--- config.mk ---
export PLATFORM = sky130hd
export DESIGN_NAME = bank_grant_scheduler
export DESIGN_NICKNAME = d
export VERILOG_FILES = /design/src/rtl/bank_grant_scheduler.sv
export SDC_FILE = /design/constraint.sdc
export NUM_CORES = 1
export LEC_CHECK = 0
export CAP_MARGIN = 20
export CORE_UTILIZATION = 51
export CTS_CLUSTER_SIZE = 16
export DETAILED_ROUTE_END_ITERATION = 16
export PLACE_DENSITY = 0.8
export SYNTH_ARGS = -nofsm -noshare
export SYNTH_HDL_FRONTEND = slang
export SYNTH_SLANG_ARGS = --single-unit
--- constraint.sdc ---
create_clock -name clk -period 4.3 [get_ports clk]
set_input_delay 0.86 -clock clk [delete_from_list [all_inputs] [get_ports clk]]
set_output_delay 0.86 -clock clk [all_outputs]
set_load 0.02 [all_outputs]
--- src/rtl/bank_grant_scheduler.sv ---
// bank_grant_scheduler
//   Round-robin grant scheduler for 2**N requesters. A grant is held until the
//   holder signals done or drops its request. The rotating pointer then moves
//   past the old holder and the scheduler re-arbitrates on the same edge, so
//   back-to-back grants have no idle bubble.
//
//   Optional feature macro: ARB_TIMEOUT_EN
//     defined   : a hold counter forces a release after TIMEOUT grant cycles
//                 and pulses timeout_flag for one cycle.
//     undefined : no counter, timeout_flag is tied low, grants are held
//                 indefinitely until released.
//
// Parameters
//   N        requester-index width (2**N requesters)
//   TIMEOUT  maximum hold cycles when ARB_TIMEOUT_EN is defined (2..255)
//
// Ports
//   clk           rising-edge clock
//   rst_n         asynchronous active-low reset
//   req           per-requester level request
//   done          current holder releases this cycle (ignored when idle)
//   code          registered index of the current holder
//   enabler       registered, high while a grant is active
//   grant         one-hot grant, grant[i] = enabler & (code == i)
//   timeout_flag  one-cycle pulse on a forced release
module bank_grant_scheduler #(
  parameter int N       = 3,
  parameter int TIMEOUT = 16
) (
  input  logic              clk,
  input  logic              rst_n,
  input  logic [2**N-1:0]   req,
  input  logic              done,
  output logic [N-1:0]      code,
  output logic              enabler,
  output logic [2**N-1:0]   grant,
  output logic              timeout_flag
);

  localparam int R = 2**N;

  typedef enum logic {IDLE, GRANT} state_t;

  state_t         state_reg;
  logic [N-1:0]   ptr_reg;

  // One arbiter serves both cases: from IDLE it searches from ptr, on a
  // release it searches from code+1, which is the pointer being written on
  // that same edge. In GRANT without a release its result is unused.
  logic [N-1:0]   base;
  logic [N-1:0]   rot_idx [R];
  logic [R-1:0]   rot;
  logic           hit;
  logic [N-1:0]   off;
  logic [N-1:0]   pick;

  logic           drop;
  logic           release_now;
  logic           timeout_hit;

  assign base = (state_reg == GRANT) ? code + 1'b1 : ptr_reg;

  // rot[k] is the request seen k positions after base; N-bit addition wraps.
  generate
    for (genvar gi = 0; gi < R; gi++) begin : g_rot
      assign rot_idx[gi] = base + N'(gi);
      assign rot[gi]     = req[rot_idx[gi]];
    end
  endgenerate

  // Lowest set position in rotated order wins.
  always_comb begin
    hit = 1'b0;
    off = '0;
    for (int i = R - 1; i >= 0; i--) begin
      if (rot[i]) begin
        hit = 1'b1;
        off = N'(i);
      end
    end
  end

  assign pick = base + off;

  // Dropping the request is treated exactly like done.
  assign drop        = done | ~req[code];
  assign release_now = drop | timeout_hit;

`ifdef ARB_TIMEOUT_EN
  logic [7:0] cnt_reg;
  logic       tf_reg;

  // Forced release only when nothing else is releasing this cycle, so the
  // flag marks genuine timeouts.
  assign timeout_hit  = (state_reg == GRANT) && (cnt_reg == 8'(TIMEOUT - 1)) && !drop;
  assign timeout_flag = tf_reg;

  always_ff @(posedge clk or negedge rst_n) begin
    if (!rst_n) begin
      cnt_reg <= '0;
      tf_reg  <= 1'b0;
    end else begin
      tf_reg <= timeout_hit;
      // Count only while a grant continues; any new grant starts from zero.
      if (state_reg == GRANT && !release_now) begin
        cnt_reg <= cnt_reg + 8'd1;
      end else begin
        cnt_reg <= '0;
      end
    end
  end
`else
  assign timeout_hit  = 1'b0;
  assign timeout_flag = 1'b0;
`endif

  always_ff @(posedge clk or negedge rst_n) begin
    if (!rst_n) begin
      state_reg <= IDLE;
      ptr_reg   <= '0;
      code      <= '0;
      enabler   <= 1'b0;
    end else begin
      case (state_reg)
        IDLE: begin
          if (hit) begin
            code      <= pick;
            enabler   <= 1'b1;
            state_reg <= GRANT;
          end else begin
            enabler   <= 1'b0;
          end
        end
        GRANT: begin
          if (release_now) begin
            ptr_reg <= code + 1'b1;
            if (hit) begin
              code <= pick;
            end else begin
              enabler   <= 1'b0;
              state_reg <= IDLE;
            end
          end
        end
        default: begin
          state_reg <= IDLE;
          enabler   <= 1'b0;
        end
      endcase
    end
  end

  generate
    for (genvar gi = 0; gi < R; gi++) begin : g_grant
      assign grant[gi] = enabler & (code == N'(gi));
    end
  endgenerate

endmodule
# Word-level counts from Yosys, hierarchy flattened
# Cells that the tools add are included.
# totals
mem_count	0
ff_bits	8
ram_bits	0
elab_cells	89
out_inout_bits	13
romBits	0
input_bits	11
latchBits	0
# classes
n_reduce_logical	3
n_bitwise	11
n_div	0
addsub	9
shifts	0
mux	44
n_eq_ne	9
magnitude_cmp	9
mul	0
# op_table
cell	count
3-bit by 4-bit less-than comparator with 1-bit output (second input constant)	9
3-bit 2-to-1 mux	11
1-bit binary-select mux with 3-bit select	9
1-bit 2-to-1 mux	21
3-bit adder (second input constant)	4
3-bit == test (second input constant)	4
1-bit AND	8
3-bit by 1-bit adder with 3-bit output (second input constant)	2
3-bit by 2-bit adder with 3-bit output (second input constant)	2
3-bit by 2-bit == test with 1-bit output (second input constant)	2
3-bit one-hot mux with 2 select lines	1
1-bit one-hot mux with 2 select lines	2
2-bit AND reduction	2
3-bit adder	1
3-bit by 1-bit == test with 1-bit output (second input constant)	1
3-bit zero test	1
2-bit by 1-bit inequality test with 1-bit output (second input constant)	1
2-bit inequality test (second input constant)	1
1-bit NOT	2
1-bit bitwise OR	1

# Depth between registers and ports, before layout
# Gate-level depths: netlist of the first run.
# depth
depth_word	17
mapped_depth	15
mapped_depth_nobuf	15

# Worst setup path after synthesis of the first run
# OpenSTA, ideal clock, no wires.
# synth_timing
path_type	register to register
from	register code[0]
to	register code[2]
t_required_ps	4176
arrival_ps	3478
path_stages_with_launch	16
setup_time_ps	124
n_path_buf	0
path_slack_ps	699
cell_sequence	dfrtp_1 -> inv_1 -> ha_1 -> mux2_2 -> ha_1 -> inv_1 -> mux4_1 -> o221ai_1 -> a21boi_1 -> o21ai_0 -> a21boi_1 -> ha_1 -> fa_1 -> xnor2_1 -> nor4bb_1 -> a211o_1
# synth_between
elab_chain_cells	17
elab_cells_between_ends	50
# synth_rtl
element	line	source
from (decl)	34	output logic [N-1:0] code,
from (signal assigned)	127	code <= pick;
from (signal assigned)	138	code <= pick;
3-bit by 1-bit adder with 3-bit output	61	assign base = (state_reg == GRANT) ? code + 1'b1 : ptr_reg;
3-bit 2-to-1 mux	61	
3-bit adder	66	assign rot_idx[gi] = base + N'(gi);
1-bit binary-select mux with 3-bit select	67	assign rot[gi] = req[rot_idx[gi]];
1-bit 2-to-1 mux (implied by the code)	67	
3-bit 2-to-1 mux (8 in series)	76	if (rot[i]) begin
3-bit adder	83	assign pick = base + off;
3-bit 2-to-1 mux	126, 137	
3-bit 2-to-1 mux	135	if (release_now) begin
3-bit one-hot mux with 2 select lines	124	case (state_reg)
# Parallel ways exist; a longest one is shown, timed or not. The select of a mux whose other input is x is not followed.
# A chain may end at the register's enable or synchronous reset.

# Worst setup path in the final report of the first run
# layout_timing
from	register code[1]
to	register code[2]
# Same word-level chain as after synthesis.

==> impl_summary.md, run 1 <==
Outcome
The run finished with clean final reports.

Timing
Setup violations remaining at the end of the flow were counted as 0. The worst setup skew after layout is 0.00348 ns. The final hold violation count is 0. The final critical delay including setup and external delays is 3.84 ns. Setup total negative slack on the finished layout was measured at 0 ns. Hold timing on the final database bottoms out at a slack of 0.512 ns.

The number of max-slew violations in the final report is 0. Headroom to the max-slew limit came out at 66.5%. The transition time at the pin with the least slew margin is 0.497 ns.

Setup repair after global routing left no endpoint under its margin. The final critical path takes up 89.4% of the cycle. The maximum frequency from static timing analysis is 260 MHz.

CTS
The clock tree from TritonCTS is built. The clock root buffer is sky130_fd_sc_hd__clkbuf_4. The number of H-tree levels is 1. The buffer count from post-CTS setup fixing is 0. The cts-stage hold buffer count is 0. The later pin in the worst-skew pair is clocked with a latency of 0.26 ns.

The maximum buffer depth of the clock tree is 2. Clock-pin slew was measured on the worst setup and hold paths at 0.06 ns. The number of resized instances in the post-cts repair step is 0.

The clock sink count is 8. Clock tree synthesis inserted a total of 3 buffers.

GRT
The total global-route track usage is 24.7%. The number of global-route vias before repair was 1025. The number of antenna violations at the first check in global routing is 0. Entering global routing, the biggest net connects 16 pins.

The global-route congestion overflow total is 0. The global-route wire length before repair is 4.64 mm.

Place
The half-perimeter wire length after detailed placement is 2.20 mm. The final weighted congestion of routability-driven global placement is 0.771. Port buffering added 22 buffers.

Floorplan
The number of I/O pins is 24. The total area inside the core boundary comes to 2190 µm². The initial cell density of the core is 53.9%.

The die is 50.1 µm tall. The die width is 50.1 µm. The floorplan die area is 2510 µm².

The site row count is 17.

Synth
The number of synthesized flops with an enable pin is 0. In this run the cell area of the synthesized design comes to 1180 µm². The post-synthesis async set-or-reset flop share is 100%. The library cell occupying the most area in the post-synthesis netlist is sky130_fd_sc_hd__dfrtp_1. Synthesis inferred 8 register bits. By count the netlist is led by sky130_fd_sc_hd__mux2i_1 (15), sky130_fd_sc_hd__dfrtp_1 (8), sky130_fd_sc_hd__ha_1 (8). The number of warnings reported in the yosys synthesis log is 0. The sequential-to-total area share from yosys stat is 17.0%. The post-synthesis cell type count is 39. The post-synthesis instance total is 108. In the synthesized netlist the dominant register cell turns out to be sky130_fd_sc_hd__dfrtp_1. The area share of the largest cell type after synthesis is 17.0%. The net count after synthesis is 128.

Yosys attributes the largest share of cell area to sky130_fd_sc_hd__dfrtp_1 (17%), sky130_fd_sc_hd__mux2i_1 (13%), sky130_fd_sc_hd__mux4_1 (11%). The mean instance size in the synthesized netlist is 10.9 µm². The most instantiated library cell after synthesis is sky130_fd_sc_hd__mux2i_1.

Route
The wire length per cell after detailed routing is 16.9 µm. The total number of vias is 962. The residual DRC count is 0. After the first detailed-routing iteration, the DRC count stood at 7.

After detailed routing, the total wire length is 2.69 mm. The first detailed-routing pass took 4 iterations. In the routed layout, each cell is associated on average with a via count of 6.05. Once detail routing completed, the nets flagged for antenna violations numbered 0.

Job
The number of maximum-capacitance violations is 0.

Cells and area
The area growth from synthesis to final layout is 21.6%. The net total in the final layout is 153. The share of final-layout standard cells stronger than drive strength 1 is 16.8%. The antenna diode count is 0.

Setup path
The critical path arrival is 3.99 ns. The critical path in this run is classified as reg -> reg. The type of element capturing the critical path is a flop.

The required arrival time at the worst endpoint is 4.45 ns. The startpoint kind of the worst setup timing path is a flop. Of all nets on the critical path, the largest fanout is 7.

Hold path
The class of the tightest hold or removal check is reg -> reg.
[cell type report]
cell class                      instances  area (µm²)
Multi-Input combinational cell         92         931
Tap cell                               28        35.0
Fill cell                             195         756
Inverter                                5        18.8
Clock buffer                            3        22.5
Timing Repair Buffer                   23         228
Sequential cell                         8         200
[per-stage QoR]
| step | setup slack [ns] | area [µm²] | utilization [%] | cells |
|---|---|---|---|---|
| floorplan | 0.699 | 1180 | - | 108 |
| finish | 0.457 | 1440 | 65.5 | 159 |
| detailed placement | 0.501 | 1410 | 64.5 | 156 |
| global placement | 0.601 | 1410 | 64.5 | 156 |
| global route | 0.263 | 1440 | 65.5 | 159 |
| CTS | 0.490 | 1440 | 65.5 | 159 |
[worst paths after layout]
path / start / to / slack, ns / cells past startpoint
max in group asynchronous: rst_n / ptr_reg[2]$_DFFE_PN0P_ / 3.14 / 1
max reg2reg: code[1]$_DFFE_PN0P_ / code[2]$_DFFE_PN0P_ / 0.46 / 15
max: code[1]$_DFFE_PN0P_ / code[2]$_DFFE_PN0P_ / 0.46 / 15
min reg2reg: ptr_reg[2]$_DFFE_PN0P_ / ptr_reg[2]$_DFFE_PN0P_ / 0.51 / 2
min in group asynchronous: rst_n / code[0]$_DFFE_PN0P_ / 0.88 / 1
min: ptr_reg[2]$_DFFE_PN0P_ / ptr_reg[2]$_DFFE_PN0P_ / 0.51 / 2
[placed cells by master (no fill, tap or decap), types with 2 or more instances in the layout]
master,count
sky130_fd_sc_hd__ha_1,8
sky130_fd_sc_hd__o21ai_0,4
sky130_fd_sc_hd__nand2_1,7
sky130_fd_sc_hd__mux2_2,3
sky130_fd_sc_hd__mux2_1,2
sky130_fd_sc_hd__dfrtp_1,8
sky130_fd_sc_hd__mux4_2,4
sky130_fd_sc_hd__and3_1,6
sky130_fd_sc_hd__a21oi_1,2
sky130_fd_sc_hd__clkdlybuf4s50_1,22
sky130_fd_sc_hd__inv_1,5
sky130_fd_sc_hd__mux2i_1,15
sky130_fd_sc_hd__a21boi_1,2
sky130_fd_sc_hd__nand2b_2,2
sky130_fd_sc_hd__nor2_1,3
sky130_fd_sc_hd__xnor2_1,4
sky130_fd_sc_hd__clkbuf_4,3
sky130_fd_sc_hd__and2_1,5
sky130_fd_sc_hd__mux4_1,5
[logic make-up after synthesis]
family / synth area share, %
flops: 17.0
simple gates: 16.3
buf+inv: 4.14
xor+xnor: 3.71
mux: 38.7
other cells: 0.318
fa+ha+maj: 10.2
compound gates: 9.65
[routing by layer]
| layer | wire (µm) | global-route usage, % | up-vias |
|---|---|---|---|
| met5 | 0 | 0 | - |
| met2 | 1510 | 48.9 | 36 |
| met3 | 86 | 0.617 | 6 |
| met4 | 45 | 10.0 | 0 |
| li1 | - | - | 453 |
| met1 | 1040 | 26.6 | 467 |
[critical path, stage by stage (launching register included)]
cell,delay [ns]
sky130_fd_sc_hd__dfrtp_1,0.49
sky130_fd_sc_hd__inv_1,0.11
sky130_fd_sc_hd__ha_1,0.35
sky130_fd_sc_hd__mux2_2,0.29
sky130_fd_sc_hd__ha_1,0.27
sky130_fd_sc_hd__inv_1,0.11
sky130_fd_sc_hd__mux4_1,0.36
sky130_fd_sc_hd__o221ai_1,0.24
sky130_fd_sc_hd__a21boi_1,0.10
sky130_fd_sc_hd__o21ai_0,0.20
sky130_fd_sc_hd__a21boi_1,0.10
sky130_fd_sc_hd__ha_1,0.19
sky130_fd_sc_hd__fa_1,0.38
sky130_fd_sc_hd__xnor2_1,0.15
sky130_fd_sc_hd__nor4bb_1,0.14
sky130_fd_sc_hd__a211o_1,0.27
Power of run 1 is left out: the tool's default activity adds up to more than one toggle a clock period on the data nets, which glitch-free logic cannot reach.
==> inputs of run 2 (changes only) <==
--- a/config.mk
+++ b/config.mk
@@ -6,10 +6,12 @@
 export NUM_CORES = 1
 export LEC_CHECK = 0
 export CAP_MARGIN = 20
-export CORE_UTILIZATION = 51
+export CORE_MARGIN = 2
+export CORE_UTILIZATION = 55
+export CTS_BUF_LIST = sky130_fd_sc_hd__clkbuf_16
 export CTS_CLUSTER_SIZE = 16
 export DETAILED_ROUTE_END_ITERATION = 16
-export PLACE_DENSITY = 0.8
+export PLACE_DENSITY = 0.86
 export SYNTH_ARGS = -nofsm -noshare
 export SYNTH_HDL_FRONTEND = slang
 export SYNTH_SLANG_ARGS = --single-unit
==> constraint.sdc (replaced) <==
create_clock -name clk -period 4.75 [get_ports clk]
set_input_delay 0.95 -clock clk [delete_from_list [all_inputs] [get_ports clk]]
set_output_delay 0.95 -clock clk [all_outputs]
set_load 0.02 [all_outputs]
==> impl_summary.md, run 2 (same netlist as run 1, synthesis figures left out) <==
Route
The number of search-and-repair iterations in the first detailed-routing pass is 4 (unchanged). The wire length per cell after detailed routing is 15.9 µm (-6.1%). The total number of vias is 971 (+0.94%).

The number of design-rule violations left by the first detailed-router iteration came to 13 (+6). The sum of routed wire length over all layers is 2.49 mm (-7.3%). The via count normalized by instance count is 6.18 (+2.2%). The post-detailed-route count of antenna-violating nets is 0 (unchanged). The residual DRC count is 0 (unchanged).

Job
The number of maximum-capacitance violations is 0 (unchanged).

Place
The number of input and output port buffers inserted is 22 (unchanged). The placed cell count is 154 (-1.3%). The half-perimeter wire length after detailed placement is 1.96 mm (-11%). The final weighted congestion of routability-driven global placement is 0.809 (+4.9%). The instance area at placement was 1400 µm² (-0.62%).

Setup path
STA classifies the critical path startpoint as a flop. The buffering stage count on the worst path with inverters included is 0 (-2). On the critical path the largest part of the delay comes from adder cells. The critical path's largest stage delay is 0.60 ns (+0.11 ns).

The cell with the biggest individual delay on the critical path is sky130_fd_sc_hd__mux4_2. In this run the critical register-to-register path is launched from code[0]$_DFFE_PN0P_. The most frequent cell on the critical path is sky130_fd_sc_hd__ha_1. The cell count of the worst reg-to-reg path came to 11 (-4). The kind of critical path is reg -> reg. The reg2reg setup slack is 0.88 ns (+0.43 ns).

STA classifies the critical path endpoint as a flop. Walking the worst path, the cells encountered are ha_1 -> ha_1 -> a21oi_4 -> xor2_1 -> mux4_2 -> a21boi_1 -> o21ai_0 -> a21boi_1 -> ha_1 -> fa_1 -> mux2_1. The required arrival time at the worst endpoint is 4.86 ns (+0.41 ns). The terminus of the critical flop-to-flop path is code[1]$_DFFE_PN0P_. The biggest fanout along the worst timing path is 10 (+3).

The critical path arrival is 3.98 ns (about the same).

Cells and area
The antenna diode count is 0 (unchanged). The library cells used most frequently in the layout, excluding fill and tap cells, are sky130_fd_sc_hd__clkdlybuf4s50_1 (22), sky130_fd_sc_hd__mux2i_1 (15), sky130_fd_sc_hd__ha_1 (8), sky130_fd_sc_hd__dfrtp_1 (8), sky130_fd_sc_hd__nand2_1 (7). The design area is 1480 µm² (+3.1%). The leading cell type in the layout, fill and taps excluded is sky130_fd_sc_hd__clkdlybuf4s50_1. The share of final-layout standard cells stronger than drive strength 1 was 16.2% (-0.64 points). The area growth from synthesis to final layout is 25.3%. The final instance count without filler cells came to 157 (-1.3%). The net total in the final layout is 152 (-0.65%).

Floorplan
The initial cell density of the core is 58.9% (+5.1 points). The floorplan die area is 2530 µm² (+0.86%). The number of I/O pins is 24 (unchanged).

The die width is 50.3 µm (+0.43%). The placeable core region is 2000 µm² (-8.6%). The overall die height is 50.3 µm (+0.43%). The site row count was 16 (-1).

CTS
The buffer count from post-CTS setup fixing is 0 (unchanged). The clock root buffer is sky130_fd_sc_hd__clkbuf_16. The clock input transition at the sequential cells of the worst setup and hold paths is 0.04 ns (-0.02 ns).

The cts-stage hold buffer count is 0 (unchanged). The number of resized instances in the post-cts repair step is 0 (unchanged). TritonCTS built the clock tree. The maximum buffer depth of the clock tree is 2 (unchanged). The CTS buffer count is 3 (unchanged).

The clock sink count is 8 (unchanged). The insertion delay of the later-clocked pin in the worst-skew pair was 0.23 ns (-0.03 ns). The number of H-tree levels is 1 (unchanged).

Timing
Setup repair after global routing left no endpoint under its margin. The final sum of negative setup slack is 0 ns (unchanged). The final critical delay including setup and external delays is 3.87 ns (+0.0228 ns).

The number of max-slew violations in the final report is 0 (unchanged). The worst setup skew after layout is 0.00280 ns (-0.000680 ns). The maximum frequency from static timing analysis came to 259 MHz (-0.59%). The final hold violation count is 0 (unchanged).

The number of failing setup endpoints in the final timing report came to 0 (unchanged). The tightest hold margin is 0.507 ns (-0.00571 ns). The share of the clock period used by the worst path after layout came to 81.4% (-8.0 points).

Hold path
The terminating pin of the worst hold path is ptr_reg[2]$_DFFE_PN0P_. The number of cells traversed by the worst hold path came to 2 (unchanged). In this run the worst hold path is classified as reg -> reg.

The launch instance of the worst min-delay path is ptr_reg[2]$_DFFE_PN0P_.

GRT
The global-route wire length before repair came to 4.24 mm (-8.6%). The number of global-route vias before repair is 968 (-5.6%). The number of antenna violations at the first check in global routing is 0 (unchanged). The global-route congestion overflow total is 0 (unchanged). The largest net degree at the start of global routing is 16 (unchanged). The total global-route track usage was 22.6% (-2.1 points).

Outcome
The run finished with clean final reports.
[run 2: cell count changes in the layout (fill, tap and decap cells not counted)]
cell,previous run,this run
sky130_fd_sc_hd__buf_4,1,0
sky130_fd_sc_hd__clkbuf_16,0,3
sky130_fd_sc_hd__clkbuf_4,3,0
[run 2: worst max-delay path by stage]
stage,start,to,slack (ns),cells past startpoint
after global routing,code[0]$_DFFE_PN0P_,code[2]$_DFFE_PN0P_,0.62,15
after floorplan,code[0]$_DFFE_PN0P_,code[2]$_DFFE_PN0P_,1.15,15
after detailed placement,req[4],code[2]$_DFFE_PN0P_,0.89,11
final,code[0]$_DFFE_PN0P_,code[1]$_DFFE_PN0P_,0.88,11
after CTS,code[0]$_DFFE_PN0P_,code[1]$_DFFE_PN0P_,0.92,11
after global placement,req[5],code[2]$_DFFE_PN0P_,0.98,11
[run 2: per-stage QoR]
step	utilization, %	setup slack, ns
4_1_cts	73.9	0.917
5_1_grt	73.9	0.622
3_3_place_gp	70.1	0.982
3_5_place_dp	70.1	0.889
6_report	73.9	0.885
2_1_floorplan	-	1.15
[run 2: routing by layer]
layer,part of all wire [%],GRT usage [%],up-vias
met5,0,0,-
met2,53,43.0,33
met4,2.4,12.2,0
met3,3.4,2.08,6
li1,-,-,453
met1,41,24.3,479
[run 2: final cells by class]
cell class,count,area [µm²]
Multi-Input combinational cell,92,931
Timing Repair Buffer,22,220
Clock buffer,3,75.1
Tap cell,27,33.8
Sequential cell,8,200
Fill cell,149,523
Inverter,5,18.8
[run 2: worst min-delay path, stage by stage, from the launching register on]
cell	delay, ns
sky130_fd_sc_hd__dfrtp_1	0.34
sky130_fd_sc_hd__nand2_1	0.05
sky130_fd_sc_hd__o21ai_0	0.07
Power of run 2 is left out for the same reason.
